[config.mk]
export PLATFORM = sky130hd
export DESIGN_NAME = uart_rx_frame_ctrl_flat
export DESIGN_NICKNAME = d
export VERILOG_FILES = /design/src/rtl/uart_rx_pkg.sv /design/src/rtl/uart_rx_frame_ctrl_if.sv /design/src/rtl/uart_rx_edge_bit_counter.sv /design/src/rtl/uart_rx_frame_ctrl.sv /design/src/flat_wrapper.sv
export SDC_FILE = /design/constraint.sdc
export NUM_CORES = 1
export LEC_CHECK = 0
export ABC_AREA = 1
export CAP_MARGIN = 20
export CORE_MARGIN = 4
export CORE_UTILIZATION = 30
export DETAILED_ROUTE_END_ITERATION = 16
export GPL_ROUTABILITY_DRIVEN = 1
export GPL_TIMING_DRIVEN = 0
export PLACE_DENSITY = 0.51
export SLEW_MARGIN = 20
export SYNTH_ARGS = -nofsm -noshare
export SYNTH_HDL_FRONTEND = slang
export SYNTH_SLANG_ARGS = --single-unit
[constraint.sdc]
create_clock -name CLK -period 3.39 [get_ports CLK]
set_input_delay 0.678 -clock CLK [delete_from_list [all_inputs] [get_ports CLK]]
set_output_delay 0.678 -clock CLK [all_outputs]
set_load 0.01 [all_outputs]
[src/rtl/uart_rx_pkg.sv]
// Shared types and timing offsets for the UART RX frame controller.
// Sample/decision offsets are relative to the mid-bit edge M = P/2.
package uart_rx_pkg;

  typedef enum logic [2:0] {
    IDLE,
    START,
    DATA,
    PARITY,
    STOP
  } rx_state_e;

  localparam int SAMPLE_OFS_0 = -2;
  localparam int SAMPLE_OFS_1 = -1;
  localparam int SAMPLE_OFS_2 = 0;
  localparam int DECIDE_OFS   = 1;
  localparam int PRESC_MIN    = 8;

endpackage

[src/rtl/uart_rx_frame_ctrl_if.sv]
// Serial-side, sampler-side and parallel-side signals of the RX frame controller.
interface uart_rx_frame_ctrl_if #(
  parameter int DATA_WIDTH = 8,
  parameter int PRESC_W    = 6
);
  logic                  RX_IN;
  logic                  OUT_Sample;
  logic                  PAR_EN;
  logic                  PAR_TYP;
  logic [PRESC_W-1:0]    Prescale;
  logic                  take_sample_w;
  logic [DATA_WIDTH-1:0] P_DATA;
  logic                  Data_Valid;
  logic                  Par_Err;
  logic                  Stp_Err;
  logic                  Start_Glitch;
  logic                  Rx_Busy;

  modport slave (
    input  RX_IN, OUT_Sample, PAR_EN, PAR_TYP, Prescale,
    output take_sample_w, P_DATA, Data_Valid, Par_Err, Stp_Err, Start_Glitch, Rx_Busy
  );

  modport master (
    output RX_IN, OUT_Sample, PAR_EN, PAR_TYP, Prescale,
    input  take_sample_w, P_DATA, Data_Valid, Par_Err, Stp_Err, Start_Glitch, Rx_Busy
  );
endinterface

[src/rtl/uart_rx_edge_bit_counter.sv]
// Per-bit edge counter (0..P-1) and data bit index, with bit-end and
// decision-point compares against the latched prescale.
module uart_rx_edge_bit_counter
  import uart_rx_pkg::*;
#(
  parameter  int DATA_WIDTH = 8,
  parameter  int PRESC_W    = 6,
  localparam int BW         = $clog2(DATA_WIDTH)
) (
  input  logic               CLK,
  input  logic               RST,
  input  logic [PRESC_W-1:0] i_presc,
  input  logic               i_edge_en,
  input  logic               i_edge_clr,
  input  logic               i_bit_clr,
  input  logic               i_bit_inc,
  output logic [PRESC_W-1:0] o_edge_cnt,
  output logic [BW-1:0]      o_bit_cnt,
  output logic               o_bit_end,
  output logic               o_decision_pt
);

  logic [PRESC_W-1:0] r_edge_cnt;
  logic [BW-1:0]      r_bit_cnt;
  logic [PRESC_W-1:0] w_m;

  assign w_m           = {1'b0, i_presc[PRESC_W-1:1]};
  assign o_bit_end     = (r_edge_cnt == (i_presc - PRESC_W'(1)));
  assign o_decision_pt = (r_edge_cnt == (w_m + PRESC_W'(DECIDE_OFS)));
  assign o_edge_cnt    = r_edge_cnt;
  assign o_bit_cnt     = r_bit_cnt;

  always_ff @(posedge CLK or posedge RST) begin
    if (RST) begin
      r_edge_cnt <= '0;
      r_bit_cnt  <= '0;
    end else begin
      if (i_edge_clr)     r_edge_cnt <= '0;
      else if (i_edge_en) r_edge_cnt <= o_bit_end ? '0 : r_edge_cnt + PRESC_W'(1);
      if (i_bit_clr)      r_bit_cnt  <= '0;
      else if (i_bit_inc) r_bit_cnt  <= r_bit_cnt + BW'(1);
    end
  end

endmodule

[src/rtl/uart_rx_frame_ctrl.sv]
// UART RX frame controller: start detect, sampler strobes, LSB-first
// deserialization, parity/stop checks and one-cycle outcome pulses.
module uart_rx_frame_ctrl
  import uart_rx_pkg::*;
#(
  parameter int DATA_WIDTH = 8,
  parameter int PRESC_W    = 6
) (
  input logic CLK,
  input logic RST,
  uart_rx_frame_ctrl_if.slave bus
);

  localparam int BW = $clog2(DATA_WIDTH);

  rx_state_e             r_state;
  logic [PRESC_W-1:0]    r_presc;
  logic                  r_par_en, r_par_typ, r_par_fail;
  logic [DATA_WIDTH-1:0] r_shadow, r_p_data;
  logic                  r_dv, r_pe, r_se, r_sg;

  logic [PRESC_W-1:0]    w_presc_in, w_m, w_edge_cnt;
  logic [BW-1:0]         w_bit_cnt;
  logic                  w_bit_end, w_decision, w_bit_last;
  logic                  w_start_det, w_glitch, w_stop_done, w_exp_par, w_good;

  // Out-of-range prescale is forced to the nearest legal even value >= 8.
  assign w_presc_in  = (bus.Prescale < PRESC_W'(PRESC_MIN)) ? PRESC_W'(PRESC_MIN)
                                                             : {bus.Prescale[PRESC_W-1:1], 1'b0};
  assign w_m         = {1'b0, r_presc[PRESC_W-1:1]};
  assign w_start_det = (r_state == IDLE) && !bus.RX_IN;
  assign w_glitch    = (r_state == START) && w_decision && bus.OUT_Sample;
  assign w_stop_done = (r_state == STOP) && w_decision;
  assign w_bit_last  = (w_bit_cnt == BW'(DATA_WIDTH - 1));
  assign w_exp_par   = (^r_shadow) ^ r_par_typ;
  assign w_good      = !r_par_fail && bus.OUT_Sample;

  uart_rx_edge_bit_counter #(.DATA_WIDTH(DATA_WIDTH), .PRESC_W(PRESC_W)) u_cnt (
    .CLK          (CLK),
    .RST          (RST),
    .i_presc      (r_presc),
    .i_edge_en    ((r_state != IDLE) || w_start_det),
    .i_edge_clr   (w_glitch || w_stop_done),
    .i_bit_clr    (r_state == START),
    .i_bit_inc    ((r_state == DATA) && w_bit_end),
    .o_edge_cnt   (w_edge_cnt),
    .o_bit_cnt    (w_bit_cnt),
    .o_bit_end    (w_bit_end),
    .o_decision_pt(w_decision)
  );

  assign bus.take_sample_w = (r_state != IDLE) &&
                             ((w_edge_cnt == w_m + PRESC_W'(SAMPLE_OFS_0)) ||
                              (w_edge_cnt == w_m + PRESC_W'(SAMPLE_OFS_1)) ||
                              (w_edge_cnt == w_m + PRESC_W'(SAMPLE_OFS_2)));
  assign bus.P_DATA        = r_p_data;
  assign bus.Data_Valid    = r_dv;
  assign bus.Par_Err       = r_pe;
  assign bus.Stp_Err       = r_se;
  assign bus.Start_Glitch  = r_sg;
  assign bus.Rx_Busy       = (r_state != IDLE);

  always_ff @(posedge CLK or posedge RST) begin
    if (RST) begin
      r_state    <= IDLE;
      r_presc    <= PRESC_W'(PRESC_MIN);
      r_par_en   <= 1'b0;
      r_par_typ  <= 1'b0;
      r_par_fail <= 1'b0;
      r_shadow   <= '0;
      r_p_data   <= '0;
      r_dv       <= 1'b0;
      r_pe       <= 1'b0;
      r_se       <= 1'b0;
      r_sg       <= 1'b0;
    end else begin
      r_dv <= 1'b0;
      r_pe <= 1'b0;
      r_se <= 1'b0;
      r_sg <= 1'b0;
      case (r_state)
        IDLE: if (w_start_det) begin
          r_state    <= START;
          r_presc    <= w_presc_in;
          r_par_en   <= bus.PAR_EN;
          r_par_typ  <= bus.PAR_TYP;
          r_par_fail <= 1'b0;
        end
        START: begin
          if (w_glitch) begin
            r_state <= IDLE;
            r_sg    <= 1'b1;
          end else if (w_bit_end) begin
            r_state <= DATA;
          end
        end
        DATA: begin
          if (w_decision) r_shadow[w_bit_cnt] <= bus.OUT_Sample;
          if (w_bit_end && w_bit_last) r_state <= r_par_en ? PARITY : STOP;
        end
        PARITY: begin
          if (w_decision) r_par_fail <= (bus.OUT_Sample != w_exp_par);
          if (w_bit_end)  r_state    <= STOP;
        end
        // Leaving at the decision edge leaves half a bit to catch a back-to-back start.
        STOP: if (w_stop_done) begin
          r_state <= IDLE;
          r_dv    <= w_good;
          r_pe    <= r_par_fail;
          r_se    <= !bus.OUT_Sample;
          if (w_good) r_p_data <= r_shadow;
        end
        default: r_state <= IDLE;
      endcase
    end
  end

endmodule
[src/flat_wrapper.sv]
// flat-port wrapper written by rule: the top's interface ports become plain ports
module uart_rx_frame_ctrl_flat import uart_rx_pkg::*;
#(
  parameter int DATA_WIDTH = 8,
  parameter int PRESC_W    = 6
)
  (CLK, RST, bus_RX_IN, bus_OUT_Sample, bus_PAR_EN, bus_PAR_TYP, bus_Prescale, bus_take_sample_w, bus_P_DATA, bus_Data_Valid, bus_Par_Err, bus_Stp_Err, bus_Start_Glitch, bus_Rx_Busy);
  uart_rx_frame_ctrl_if #(.DATA_WIDTH(DATA_WIDTH), .PRESC_W(PRESC_W)) bus_i ();
  input logic CLK;
  input logic RST;
  input wire logic [$bits(bus_i.RX_IN)-1:0] bus_RX_IN;
  input wire logic [$bits(bus_i.OUT_Sample)-1:0] bus_OUT_Sample;
  input wire logic [$bits(bus_i.PAR_EN)-1:0] bus_PAR_EN;
  input wire logic [$bits(bus_i.PAR_TYP)-1:0] bus_PAR_TYP;
  input wire logic [$bits(bus_i.Prescale)-1:0] bus_Prescale;
  output wire logic [$bits(bus_i.take_sample_w)-1:0] bus_take_sample_w;
  output wire logic [$bits(bus_i.P_DATA)-1:0] bus_P_DATA;
  output wire logic [$bits(bus_i.Data_Valid)-1:0] bus_Data_Valid;
  output wire logic [$bits(bus_i.Par_Err)-1:0] bus_Par_Err;
  output wire logic [$bits(bus_i.Stp_Err)-1:0] bus_Stp_Err;
  output wire logic [$bits(bus_i.Start_Glitch)-1:0] bus_Start_Glitch;
  output wire logic [$bits(bus_i.Rx_Busy)-1:0] bus_Rx_Busy;
  assign bus_i.RX_IN = bus_RX_IN;
  assign bus_i.OUT_Sample = bus_OUT_Sample;
  assign bus_i.PAR_EN = bus_PAR_EN;
  assign bus_i.PAR_TYP = bus_PAR_TYP;
  assign bus_i.Prescale = bus_Prescale;
  assign bus_take_sample_w = bus_i.take_sample_w;
  assign bus_P_DATA = bus_i.P_DATA;
  assign bus_Data_Valid = bus_i.Data_Valid;
  assign bus_Par_Err = bus_i.Par_Err;
  assign bus_Stp_Err = bus_i.Stp_Err;
  assign bus_Start_Glitch = bus_i.Start_Glitch;
  assign bus_Rx_Busy = bus_i.Rx_Busy;
  uart_rx_frame_ctrl #(.DATA_WIDTH(DATA_WIDTH), .PRESC_W(PRESC_W)) u_core (.CLK(CLK), .RST(RST), .bus(bus_i));
endmodule
## Yosys cells after proc, flatten, opt, wreduce, memory -nomap -nowiden

Cells that the tools add are included.

| operators by class | value |
|---|---|
| bitwise operators | 1 |
| reductions and logical operators | 27 |
| equality and inequality tests | 17 |
| $add $sub $neg | 6 |
| order comparisons | 3 |
| mux-type cells | 28 |

Operators by type and width:

| cell | number |
|---|---|
| 3-bit 2-to-1 mux | 9 |
| 6-bit equality test | 4 |
| 6-bit 2-to-1 mux | 4 |
| 3-bit one-hot mux with 5 select lines | 1 |
| 5-bit by 6-bit adder with 6-bit output, second input constant | 2 |
| 1-bit 2-to-1 mux | 11 |
| 1-bit logical AND | 9 |
| 8-bit bitwise mux | 1 |
| 8-bit XOR reduction | 1 |
| 5-bit by 1-bit adder with 6-bit output, second input constant | 1 |
| 6-bit by 1-bit adder with 6-bit output, second input constant | 1 |
| 3-bit by 2-bit equality test with 1-bit output, second input constant | 2 |
| 3-bit equality test, second input constant | 2 |
| 6-bit by 5-bit equality test with 1-bit output | 1 |
| 6-bit by 4-bit < comparator with 1-bit output, second input constant | 1 |
| 2-bit by 1-bit != test with 1-bit output, second input constant | 3 |
| 3-bit AND reduction | 2 |
| 2-bit nonzero test | 3 |
| 6-bit by 1-bit subtractor with 6-bit output, second input constant | 1 |
| 5-bit AND reduction | 1 |
| 1-bit logical OR | 4 |
| 3-bit by 4-bit < comparator with 1-bit output, second input constant | 1 |
| 2-bit != test, second input constant | 2 |
| 2-bit AND reduction | 2 |
| 11 further kinds | 13 |

| storage, ports and cells | value |
|---|---|
| bits in registers | 41 |
| logic and storage cells | 95 |

## Longest topological paths before layout

Gate-level depths: netlist of run 1.

| depth | value |
|---|---|
| depth after elaboration | 6 |
| gate-level depth with buffers | 16 |

## Hierarchy

Synthesis of run 1 repeated with hierarchy kept, for this count alone.

| second synthesis, totals | value |
|---|---|
| cell total of the unflattened synthesis | 393 |
| area, all modules | 2738.9 um^2 |

By module, submodules not included:

| module | seq. area each (um^2) | times used | area an instance (um^2) | cells an instance |
|---|---|---|---|---|
| uart_rx_frame_ctrl | 777.0 | 1 | 1878.1 | 260 |
| uart_rx_edge_bit_counter | 225.2 | 1 | 860.8 | 133 |

## Worst setup path after synthesis of run 1

No wires, ideal clock.

| timing | value |
|---|---|
| path type | reg-to-output |
| start | reg u_core.r_presc[3] |
| end | out bus_take_sample_w |
| data arrival time | 1568 ps |
| required time | 2712 ps |
| buffers on the path | 0 |
| cell stages (with the launch flop) | 11 |
| slack | 1144 ps |
| cells stage by stage | dfstp_2 > inv_1 > ha_1 > nand2_1 > nand2_1 > inv_1 > nand3_1 > xor2_1 > inv_1 > nand4_1 > a31oi_1 |

| between the ends | value |
|---|---|
| longest elaborated chain between the ends | 5 |
| elaborated cells on any way between the ends | 8 |
| those cells by class | add/sub (2); eq/ne (3); reduce/logical (3) |

Ends and longest elaborated chain:

| what | RTL line | text |
|---|---|---|
| start: declaration | uart_rx_frame_ctrl.sv:17 | `logic [PRESC_W-1:0] r_presc;` |
| start signal: assignment | uart_rx_frame_ctrl.sv:66 | `r_presc <= PRESC_W'(PRESC_MIN);` |
| start signal: assignment | uart_rx_frame_ctrl.sv:84 | `r_presc <= w_presc_in;` |
| 5-bit by 6-bit adder with 6-bit output, on equally long branches | uart_rx_frame_ctrl.sv:53, uart_rx_frame_ctrl.sv:54 |  |
| 6-bit equality test, on equally long branches | uart_rx_frame_ctrl.sv:53, uart_rx_frame_ctrl.sv:54 |  |
| 1-bit logical OR | uart_rx_frame_ctrl.sv:53 | `((w_edge_cnt == w_m + PRESC_W'(SAMPLE_OFS_0)) \|\|` |
| 1-bit logical OR * | uart_rx_frame_ctrl.sv:54 | `(w_edge_cnt == w_m + PRESC_W'(SAMPLE_OFS_1)) \|\|` |
| 1-bit logical AND * | uart_rx_frame_ctrl.sv:52 | `assign bus.take_sample_w = (r_state != IDLE) &&` |
| end: declaration | flat_wrapper.sv:16 | `output wire logic [$bits(bus_i.take_sample_w)-1:0] bus_take_sample_w;` |

Every way passes the cells marked *; elsewhere a longest branch is shown, timed or not.

## Worst setup path after layout of run 1

Ends and elaborated chain as after synthesis.

==> out/results.txt, run 1 <==
Status = completed
Async set-reset flop share out of synthesis = 100%
DRC Markers = 0
# Post-CTS Setup Buffers = 0
Worst slew pin tran = 0.445 ns
Vias/cell = 4.41
Post-route ant nets = 0
Period utilization = 95.6%
CTS tree = yes
Fin nets = 388
CP Capture Type = output pin
Post-synth EDFFs = 0
IO Count = 26
Row count = 33
# H-tree levels = 2
Crit path max fanout = 6
Synth top cells by count = 109 x nand2_1, 39 x dfrtp_1, 39 x inv_1
Worst Path Class, Setup = reg -> out
WL met2 = 2370 µm
First-pass GRT wire length = 9720 µm
Worst Hold Class = reg -> reg
Max clock buf depth = 2
Die ar. = 9850 µm²
DR pass1 iterations = 6
XOR/XNOR Fraction of Synth Area = 7.01%
Initial Utilization = 30.5%
Hold_buf cts = 0
Antenna violations before repair = 0
Routed metal-1 wire length = 2940 µm
Die W = 99.2 µm
Port Buffers = 24
Max_cap viols = 0
WL met3 = 122 µm
Setup TNS = 0 ns
Slew margin rel. = 70.2%
TritonCTS buffer count = 5
Grt total ovfl = 0
Vias in the first global route = 1991
Yosys reg bits = 40
Post-Syn Nets = 356
Filler cells = 862
Post_cts resized = 0
Layout cells sized above 1 = 11.1%
Fmax achieved = 309 MHz
Final Power = 2530 µW
Post-synth top flop = dfrtp_1
Clock Latency Late Sink = 0.30 ns
DPL Wire Length = 4340 µm
Largest net degree at the start of global routing = 32
Post-DR wirelength/cell = 11.7 µm
Ant diodes = 0
Routed Wire Length = 5520 µm
Post-synth top area cell = dfrtp_1
Max stage delay on crit path = 0.60 ns
Via count of the routed design = 2091
Final Hold Violating Endpoints = 0
Slew Viols, Final = 0
Root buf cell = clkbuf_8
RSZ-0062 raised after global routing = false
Mean Syn Cell Area = 7.43 µm²
Largest family of logic cells by synthesized area = simple AND/OR/NAND/NOR gates
Simple-gate share of the synthesized area = 35.4%
Fraction of the mapped netlist area in adder cells = 4.01%
Chip height = 99.2 µm
Top cell type's share of synthesized area = 39.1%
Multiplexer share of the synthesized area = 0%
Yosys cell types = 26
Leakage = 0.00155 µW
Ys Warns = 0
Top sig layer = met4
# setup viols final = 0
Post-synthesis sequential area ratio = 40.1%
Final Skew = 0.00765 ns
Num Clock Sinks = 40
Worst ir drop on vdd = 0.000199 V
Post-Syn Area = 2500 µm²
Initial DRC count = 79
Worst-path clk slew = 0.09 ns
CP Cell Sequence = inv_1 -> ha_1 -> xnor2_1 -> nor3_1 -> nand3_1 -> a31oi_1 -> clkdlybuf4s50_1
RePlAce Congestion = 0.819
Synth area leaders = dfrtp_1 39%, nand2_1 16%, nand3_1 7.0%, inv_1 5.9%, ha_1 4.0%
Area delta synth->final = 20.4%
Critical Path AT = 2.56 ns
CP Data Required Time = 2.71 ns
Placeable Area = 8180 µm²
Cell at the slowest stage of the critical path = dfstp_2
Pwr/cell area = 842 nW/µm²
Gr usage total = 12.2%
Post-synthesis compound-gate area fraction = 5.86%
Crit path launch type = flop
Cells after synthesis = 336
Final worst path period need = 3.24 ns
Most common cell in the netlist = nand2_1
path summary, 6_finish.rpt:
check	start	to	slack [ns]	cells past startpoint
max reg2reg	u_core.r_presc[3]	u_core.u_cnt.o_bit_cnt[0]	1.20	10
max	u_core.r_presc[3]	bus_take_sample_w	0.15	7
min in group asynchronous	RST	u_core.bus.P_DATA[4]	0.61	2
min	u_core.bus.P_DATA[1]	u_core.bus.P_DATA[1]	0.49	2
min reg2reg	u_core.bus.P_DATA[1]	u_core.bus.P_DATA[1]	0.49	2
max in group asynchronous	RST	u_core.r_presc[3]	2.28	3
per-layer routing:
| metal | global-route usage, % | up-vias |
|---|---|---|
| met3 | 2.10 | 6 |
| met2 | 18.1 | 21 |
| met1 | 17.9 | 945 |
| li1 | - | 1119 |
| met4 | 3.78 | 0 |
| met5 | 0 | - |
layout make-up:
cell class                 count  area (µm²)  area share, %
clock inverter                 3        47.5           1.58
timing repair buffer          25         260           8.65
tap                          105         131           4.37
clock buffer                   5        68.8           2.29
inverter                      48         190           6.32
multi-input combinational    248        1310           43.4
sequential                    40        1000           33.4
cell usage in the layout (no fill, tap or decap), types with 3 or more instances in the layout:
master / n
nand2_1: 109
inv_1: 38
dfrtp_1: 37
nand3_1: 35
clkdlybuf4s50_1: 24
o21ai_0: 19
nor2_1: 18
xor2_1: 11
nand2_2: 9
xnor2_1: 9
ha_1: 8
inv_2: 6
nor3_1: 5
clkbuf_8: 5
nor2_4: 4
a21oi_1: 4
nand3b_1: 3
nand2_4: 3
nor2_2: 3
clkinv_4: 3
stage by stage:
step / setup slack, ns / hold slack [ns] / cells / utilization [%] / cell area [µm²]
2_1_floorplan: 1.14 / 0.461 / 336 / - / 2500
3_3_place_gp: 0.495 / 0.470 / 465 / 35.1 / 2870
3_5_place_dp: 0.477 / 0.469 / 466 / 35.3 / 2890
4_1_cts: 0.125 / 0.493 / 474 / 36.8 / 3010
5_1_grt: 0.0127 / 0.509 / 474 / 36.8 / 3010
6_report: 0.149 / 0.485 / 474 / 36.8 / 3010
state kept, by name (all words and copies together), names as in the netlist:
signal	flops
u_core.bus.Data_Valid	1
u_core.u_cnt.o_bit_cnt	3
u_core.r_par_typ	1
u_core.bus.Start_Glitch	1
u_core.r_par_en	1
u_core.bus.Par_Err	1
u_core.r_presc	5
u_core.r_shadow	8
u_core.bus.P_DATA	8
u_core.r_par_fail	1
u_core.r_state	3
u_core.bus.Stp_Err	1
u_core.u_cnt.o_edge_cnt	6
power by group:
group | switching [µW] | total, µW | internal, µW
clock network | 187 | 409 | 222
registers | 172 | 797 | 625
logic | 800 | 1330 | 527
worst max-delay path, delay by kind of cell (launching register included):
| family | cells | cell delay [ns] |
|---|---|---|
| AO/OA/AOI/OAI | 1 | 0.20 |
| flip-flops | 1 | 0.60 |
| buffers and inverters | 2 | 0.68 |
| AND/OR/NAND/NOR | 2 | 0.35 |
| adder cells (fa/ha/maj) | 1 | 0.30 |
| XOR/XNOR | 1 | 0.13 |
logic make-up (layout without fill, tap and decap cells):
kind of cell / count (synthesis) / count (layout)
simple gates: 192 / 192
fa+ha+maj: 8 / 8
flops: 40 / 40
xor+xnor: 20 / 20
compound gates: 28 / 28
buf+inv: 48 / 81
(Power assumes the default switching activity.)
==> inputs of run 2 (changes only) <==
--- a/config.mk
+++ b/config.mk
@@ -7,6 +7,7 @@
 export LEC_CHECK = 0
 export ABC_AREA = 1
 export CAP_MARGIN = 20
+export CORE_ASPECT_RATIO = 2
 export CORE_MARGIN = 4
 export CORE_UTILIZATION = 30
 export DETAILED_ROUTE_END_ITERATION = 16
==> run 2 against run 1 <==
  * Count of clock-buffer cells in the layout stayed put
  * Sequential share of layout area is 0.56 points lower
  * Core utilization up 1.4 points
  * Clock power is 34% higher
  * Maximum frequency up 15%
  * Combinational power barely moved
  * Via count up 5.1%
  * Critical path type unchanged
  * Non-clock buffer count is the same
==> out/results.txt, run 2 (synthesis results as in run 1) <==
Status = completed (unchanged)
# Post-CTS Setup Buffers = 0 (unchanged)
DR pass1 iterations = 4 (was 6)
# H-tree levels = 2 (unchanged)
Row count = 46 (was 33)
Area of the multi-input gates = 1310 µm² (unchanged)
Clock group share of total power = 20.3% (was 16.2%)
DPL Wire Length = 5130 µm (was 4340 µm)
Initial Utilization = 31.2% (was 30.5%)
Setup ws final = 0.584 ns (was 0.149 ns)
Gr usage total = 14.1% (was 12.2%)
# setup viols final = 0 (unchanged)
Max_cap viols = 0 (unchanged)
DP Area = 2880 µm² (was 2890 µm²)
Area delta synth->final = 22.2% (was 20.4%)
Placeable Area = 8000 µm² (was 8180 µm²)
Root buf cell = clkbuf_16 (was clkbuf_8)
Layout cells sized above 1 = 10.6% (was 11.1%)
Flop pwr share = 29.9% (was 31.5%)
Worst ir drop on vdd = 0.000424 V (was 0.000199 V)
Combinational share of power = 49.8% (was 52.4%)
Chip height = 137 µm (was 99.2 µm)
Final Hold Violating Endpoints = 0 (unchanged)
RePlAce Congestion = 0.931 (was 0.819)
Worst-path clk slew = 0.06 ns (was 0.09 ns)
FF+latch area = 1000 µm² (about the same)
Post-route ant nets = 0 (unchanged)
Largest net degree at the start of global routing = 32 (unchanged)
DRC Markers = 0 (unchanged)
Routed Wire Length = 6330 µm (was 5520 µm)
Leakage = 0.00159 µW (was 0.00155 µW)
Most common cell after layout, fill and taps aside = nand2_1 (unchanged)
WHS = 0.483 ns (was 0.485 ns)
TritonCTS buffer count = 5 (unchanged)
Util after Layout = 38.1% (was 36.8%)
CTS tree = yes (unchanged)
Crit path max fanout = 6 (unchanged)
Fin nets = 388 (unchanged)
Pwr/cell area = 884 nW/µm² (was 842 nW/µm²)
IO Count = 26 (unchanged)
Die W = 72.5 µm (was 99.2 µm)
Crit path launch type = flop (unchanged)
Max stage delay on crit path = 0.59 ns (was 0.60 ns)
Most numerous cell on the critical path = inv_1
Die ar. = 9940 µm² (was 9850 µm²)
Internal reg-to-reg setup slack = 1.18 ns (was 1.20 ns)
Final worst path period need = 2.81 ns (was 3.24 ns)
Max clock buf depth = 2 (unchanged)
Fmax achieved = 356 MHz (was 309 MHz)
Period utilization = 82.8% (was 95.6%)
First-pass GRT wire length = 10600 µm (was 9720 µm)
Filler cells = 845 (was 862)
Via count of the routed design = 2198 (was 2091)
Vias/cell = 4.73 (was 4.41)
Pre-CTS setup slack = 0.475 ns (was 0.477 ns)
CP Cell Sequence = inv_1 -> ha_1 -> nand2_1 -> nand2_1 -> inv_1 -> nand3_1 -> xor2_1 -> inv_1 -> nand4_1 -> a31oi_1 -> dlymetal6s2s_1 (was inv_1 -> ha_1 -> xnor2_1 -> nor3_1 -> nand3_1 -> a31oi_1 -> clkdlybuf4s50_1)
Commonest non-fill, non-tap cells in the layout = 109 x nand2_1, 39 x dfrtp_1, 38 x inv_1 (was 109 x nand2_1, 38 x inv_1, 37 x dfrtp_1)
Post-DR wirelength/cell = 13.6 µm (was 11.7 µm)
Worst Path Class, Setup = reg -> out (unchanged)
Num Clock Sinks = 40 (unchanged)
Internal power = 1500 µW (was 1370 µW)
Ant diodes = 0 (unchanged)
Setup TNS = 0 ns (unchanged)
Clock Latency Late Sink = 0.28 ns (was 0.30 ns)
Worst slew pin tran = 0.417 ns (was 0.445 ns)
Critical Path AT = 2.13 ns (was 2.56 ns)
CP Capture Type = output pin (unchanged)
Psw = 1200 µW (was 1160 µW)
Cell at the slowest stage of the critical path = dfstp_2 (unchanged)
Vias in the first global route = 2281 (was 1991)
Sw frac = 44.5% (was 45.8%)
Post-route cell area = 3050 µm² (was 3010 µm²)
RSZ-0062 raised after global routing = false (unchanged)
Slew Viols, Final = 0 (unchanged)
Worst Hold Class = reg -> reg (unchanged)
Final Skew = 0.00521 ns (was 0.00765 ns)
Slew margin rel. = 72.1% (was 70.2%)
Initial DRC count = 46 (was 79)
Port Buffers = 24 (unchanged)
CP Data Required Time = 2.71 ns (about the same)
Grt total ovfl = 0 (unchanged)
Antenna violations before repair = 0 (unchanged)
-- run 2: changes by cell type in the layout (fill, tap and decap cells not counted), moves of 2 or more --
cell	before	now
clkbuf_16	0	5
clkbuf_8	5	0
clkinv_4	3	1
dfrtp_1	37	39
dfrtp_2	2	0
-- run 2: layout make-up --
cell class	count	share of cell area [%]
timing repair buffer	25	8.61
tap	96	3.94
clock inverter	3	1.52
inverter	48	6.23
clock buffer	5	4.10
multi-input combinational	248	42.8
sequential	40	32.8
-- run 2: stage by stage --
step,power [µW],cells
2_1_floorplan,1760,336
3_3_place_gp,2150,456
3_5_place_dp,2180,457
4_1_cts,2740,465
5_1_grt,2960,465
6_report,2700,465
-- run 2: metal layers --
layer  share of wire, %  wire (µm)  up-vias  track usage (%)
met5                  0          0        -                0
met4                4.2        267        0             7.80
met3                2.0        125       19             2.28
met2                 58       3680       40             27.3
met1                 36       2260     1016             13.4
li1                   -          -     1123                -
-- run 2: critical path, delay by kind of cell (launching register included) --
| kind | cells | cell delay (ns) |
|---|---|---|
| flops | 1 | 0.59 |
| compound gates | 1 | 0.14 |
| xor+xnor | 1 | 0.14 |
| fa+ha+maj | 1 | 0.20 |
| buf+inv | 4 | 0.46 |
| simple gates | 4 | 0.32 |
-- run 2: what timing repair did --
action	CTS	global route
hold buffers	0	0
resized for setup	0	1
setup endpoints to repair	0	1
-- run 2: power by group through the flow --
stage | Clock, µW | Combinational, µW | Sequential (µW)
2_1_floorplan | 0 | 991 | 774
3_3_place_gp | 0 | 1340 | 814
3_5_place_dp | 0 | 1360 | 815
4_1_cts | 561 | 1370 | 808
5_1_grt | 587 | 1540 | 831
6_report | 549 | 1340 | 806
-- run 2: final timing paths --
check / start / end / depth (start not counted)
worst max-delay path: u_core.r_presc[3] / bus_take_sample_w / 11
worst min-delay path: u_core.bus.P_DATA[7] / u_core.bus.P_DATA[7] / 2
worst max register to register: u_core.r_presc[3] / u_core.u_cnt.o_bit_cnt[1] / 10
worst min register to register: u_core.bus.P_DATA[7] / u_core.bus.P_DATA[7] / 2
max in group asynchronous: RST / u_core.u_cnt.o_edge_cnt[2] / 3
min in group asynchronous: RST / u_core.bus.P_DATA[2] / 2
==> inputs of run 3 (changes only) <==
--- a/config.mk
+++ b/config.mk
@@ -13,7 +13,7 @@
 export DETAILED_ROUTE_END_ITERATION = 16
 export GPL_ROUTABILITY_DRIVEN = 1
 export GPL_TIMING_DRIVEN = 0
-export PLACE_DENSITY = 0.51
+export PLACE_DENSITY = 0.52
 export SLEW_MARGIN = 20
 export SYNTH_ARGS = -nofsm -noshare
 export SYNTH_HDL_FRONTEND = slang
==> constraint.sdc (replaced) <==
create_clock -name CLK -period 2.31 [get_ports CLK]
set_input_delay 0.462 -clock CLK [delete_from_list [all_inputs] [get_ports CLK]]
set_output_delay 0.462 -clock CLK [all_outputs]
set_load 0.01 [all_outputs]
==> run 3 against run 2 <==
  * The run now ends with setup timing left
  * Combinational power is 74% higher
  * Core utilization is 2.1 points higher
  * Clock power up 47%
  * Clock skew grew 0.0041 ns
  * Highest routed layer unchanged
==> out/results.txt, run 3 (synthesis results as in run 1) <==
Vias/cell = 4.68 (was 4.73)
FF+latch area = 1010 µm² (was 1000 µm²)
Die ar. = 9940 µm² (unchanged)
DR pass1 iterations = 5 (was 4)
Filler cells = 842 (was 845)
Slew margin rel. = 76.2% (was 72.1%)
DPL Wire Length = 5030 µm (was 5130 µm)
Post-DR wirelength/cell = 13.3 µm (was 13.6 µm)
Combinational share of power = 54.2% (was 49.8%)
Period utilization = 100%
Antenna violations before repair = 0 (unchanged)
Most common cell after layout, fill and taps aside = nand2_1 (unchanged)
Worst slew pin tran = 0.356 ns (was 0.417 ns)
Internal power = 2410 µW (was 1500 µW)
Final Power = 4300 µW (was 2700 µW)
Setup ws final = -0.00754 ns (was 0.584 ns)
Initial Utilization = 31.2% (unchanged)
Fin nets = 400 (was 388)
Crit path max fanout = 4 (was 6)
Gr usage total = 13.9% (was 14.1%)
Die W = 72.5 µm (unchanged)
Pwr/cell area = 1340 nW/µm² (was 884 nW/µm²)
Num Clock Sinks = 40 (unchanged)
Port Buffers = 24 (unchanged)
Clock group share of total power = 18.7% (was 20.3%)
Flop pwr share = 27.0% (was 29.9%)
CTS tree = yes (unchanged)
Final Skew = 0.00930 ns (was 0.00521 ns)
Area delta synth->final = 28.8% (was 22.2%)
Via count of the routed design = 2234 (was 2198)
RePlAce Congestion = 0.902 (was 0.931)
Slew Viols, Final = 0 (unchanged)
First-pass GRT wire length = 10400 µm (was 10600 µm)
Non-Filler Instances = 477 (was 465)
Worst Hold Class = in -> async (was reg -> reg)
Clock Latency Late Sink = 0.29 ns (was 0.28 ns)
Leakage = 0.00164 µW (was 0.00159 µW)
Post-route ant nets = 0 (unchanged)
Status = finished, violations left (was completed)
Pre-CTS setup slack = -0.412 ns (was 0.475 ns)
Area of the multi-input gates = 1380 µm² (was 1310 µm²)
Internal reg-to-reg setup slack = 0.14 ns (was 1.18 ns)
Row count = 46 (unchanged)
Crit path launch type = flop (unchanged)
Largest net degree at the start of global routing = 27 (was 32)
Ant diodes = 0 (unchanged)
Sw frac = 43.9% (was 44.5%)
Fmax achieved = 431 MHz
RSZ-0062 raised after global routing = true (was false)
Failing checks = setup timing
Grt total ovfl = 0 (unchanged)
Psw = 1890 µW (was 1200 µW)
Max clock buf depth = 2 (unchanged)
Routed Wire Length = 6370 µm (was 6330 µm)
Vias in the first global route = 2220 (was 2281)
Placeable Area = 8000 µm² (unchanged)
IO Count = 26 (unchanged)
Worst ir drop on vdd = 0.000620 V (was 0.000424 V)
Worst-path clk slew = 0.06 ns (about the same)
Final Hold Violating Endpoints = 0 (unchanged)
Final worst path period need = 2.32 ns
Cell count after placement = 457 (unchanged)
Root buf cell = clkbuf_16 (unchanged)
Commonest non-fill, non-tap cells in the layout = 105 x nand2_1, 36 x dfrtp_1, 34 x inv_1, 34 x nand3_1, 23 x clkdlybuf4s50_1 (was 109 x nand2_1, 39 x dfrtp_1, 38 x inv_1)
Max_cap viols = 0 (unchanged)
CP Data Required Time = 1.85 ns (was 2.71 ns)
Initial DRC count = 70 (was 46)
Layout cells sized above 1 = 18.9% (was 10.6%)
DRC Markers = 0 (unchanged)
CP Capture Type = output pin (unchanged)
# setup viols final = 1 (was 0)
Critical Path AT = 1.86 ns (was 2.13 ns)
DP Area = 2880 µm² (unchanged)
# H-tree levels = 2 (unchanged)
Hold_buf cts = 0 (unchanged)
TritonCTS buffer count = 5 (unchanged)
Chip height = 137 µm (unchanged)
Worst Path Class, Setup = reg -> out (unchanged)
Post-route cell area = 3220 µm² (was 3050 µm²)
==> run 3: per-layer routing <==
metal	up-vias	GRT usage (%)	wire length (µm)
met5	-	0	0
li1	1146	-	-
met3	18	2.21	156
met4	0	7.80	235
met2	45	26.5	3740
met1	1025	13.6	2240
==> run 3: power groups by stage <==
stage	Sequential (µW)	Combinational, µW	Clock (µW)
after floorplan	1140	1450	0
after global placement	1190	1960	0
after detailed placement	1200	1990	0
final	1160	2330	805
after CTS	1160	2260	833
after global routing	1190	2600	860
==> run 3: layout make-up <==
cell class                      count  area share [%]
Timing Repair Buffer               37            10.7
Sequential cell                    40            31.3
Tap cell                           96            3.73
Clock inverter                      3            1.48
Inverter                           48            6.07
Multi-Input combinational cell    248            42.8
Clock buffer                        5            3.89
==> run 3: critical path: stages, from the launching register on <==
cell	delay, ns
dfstp_2	0.56
inv_4	0.05
ha_2	0.20
xor2_1	0.17
nor3_1	0.15
nand3_1	0.10
a31oi_1	0.18
buf_2	0.15
==> run 3: final timing paths <==
kind	start	to	cells after the start
setup / recovery	u_core.r_presc[3]	bus_take_sample_w	7
hold / removal	RST	u_core.bus.P_DATA[2]	2
setup reg to reg	u_core.r_presc[3]	u_core.r_state[1]	17
hold reg to reg	u_core.bus.P_DATA[7]	u_core.bus.P_DATA[7]	2
max in group asynchronous	RST	u_core.u_cnt.o_edge_cnt[3]	3
min in group CLK	u_core.bus.P_DATA[7]	u_core.bus.P_DATA[7]	2
==> run 3: what timing repair did <==
item	in CTS	in global routing
pin swaps	3	2
setup endpoints to repair	1	13
gates cloned	0	0
gates resized for setup	20	12
endpoints found under the hold margin	0	0
setup buffers	11	1
==> run 3: through the flow <==
step / utilization (%) / hold slack [ns] / setup TNS, ns
global route: 40.2 / 0.483 / -0.168
finish: 40.2 / 0.453 / -0.00754
global placement: 35.7 / 0.466 / -1.68
floorplan: - / 0.461 / 0
CTS: 39.7 / 0.462 / -0.0540
detailed placement: 36.0 / 0.470 / -0.412
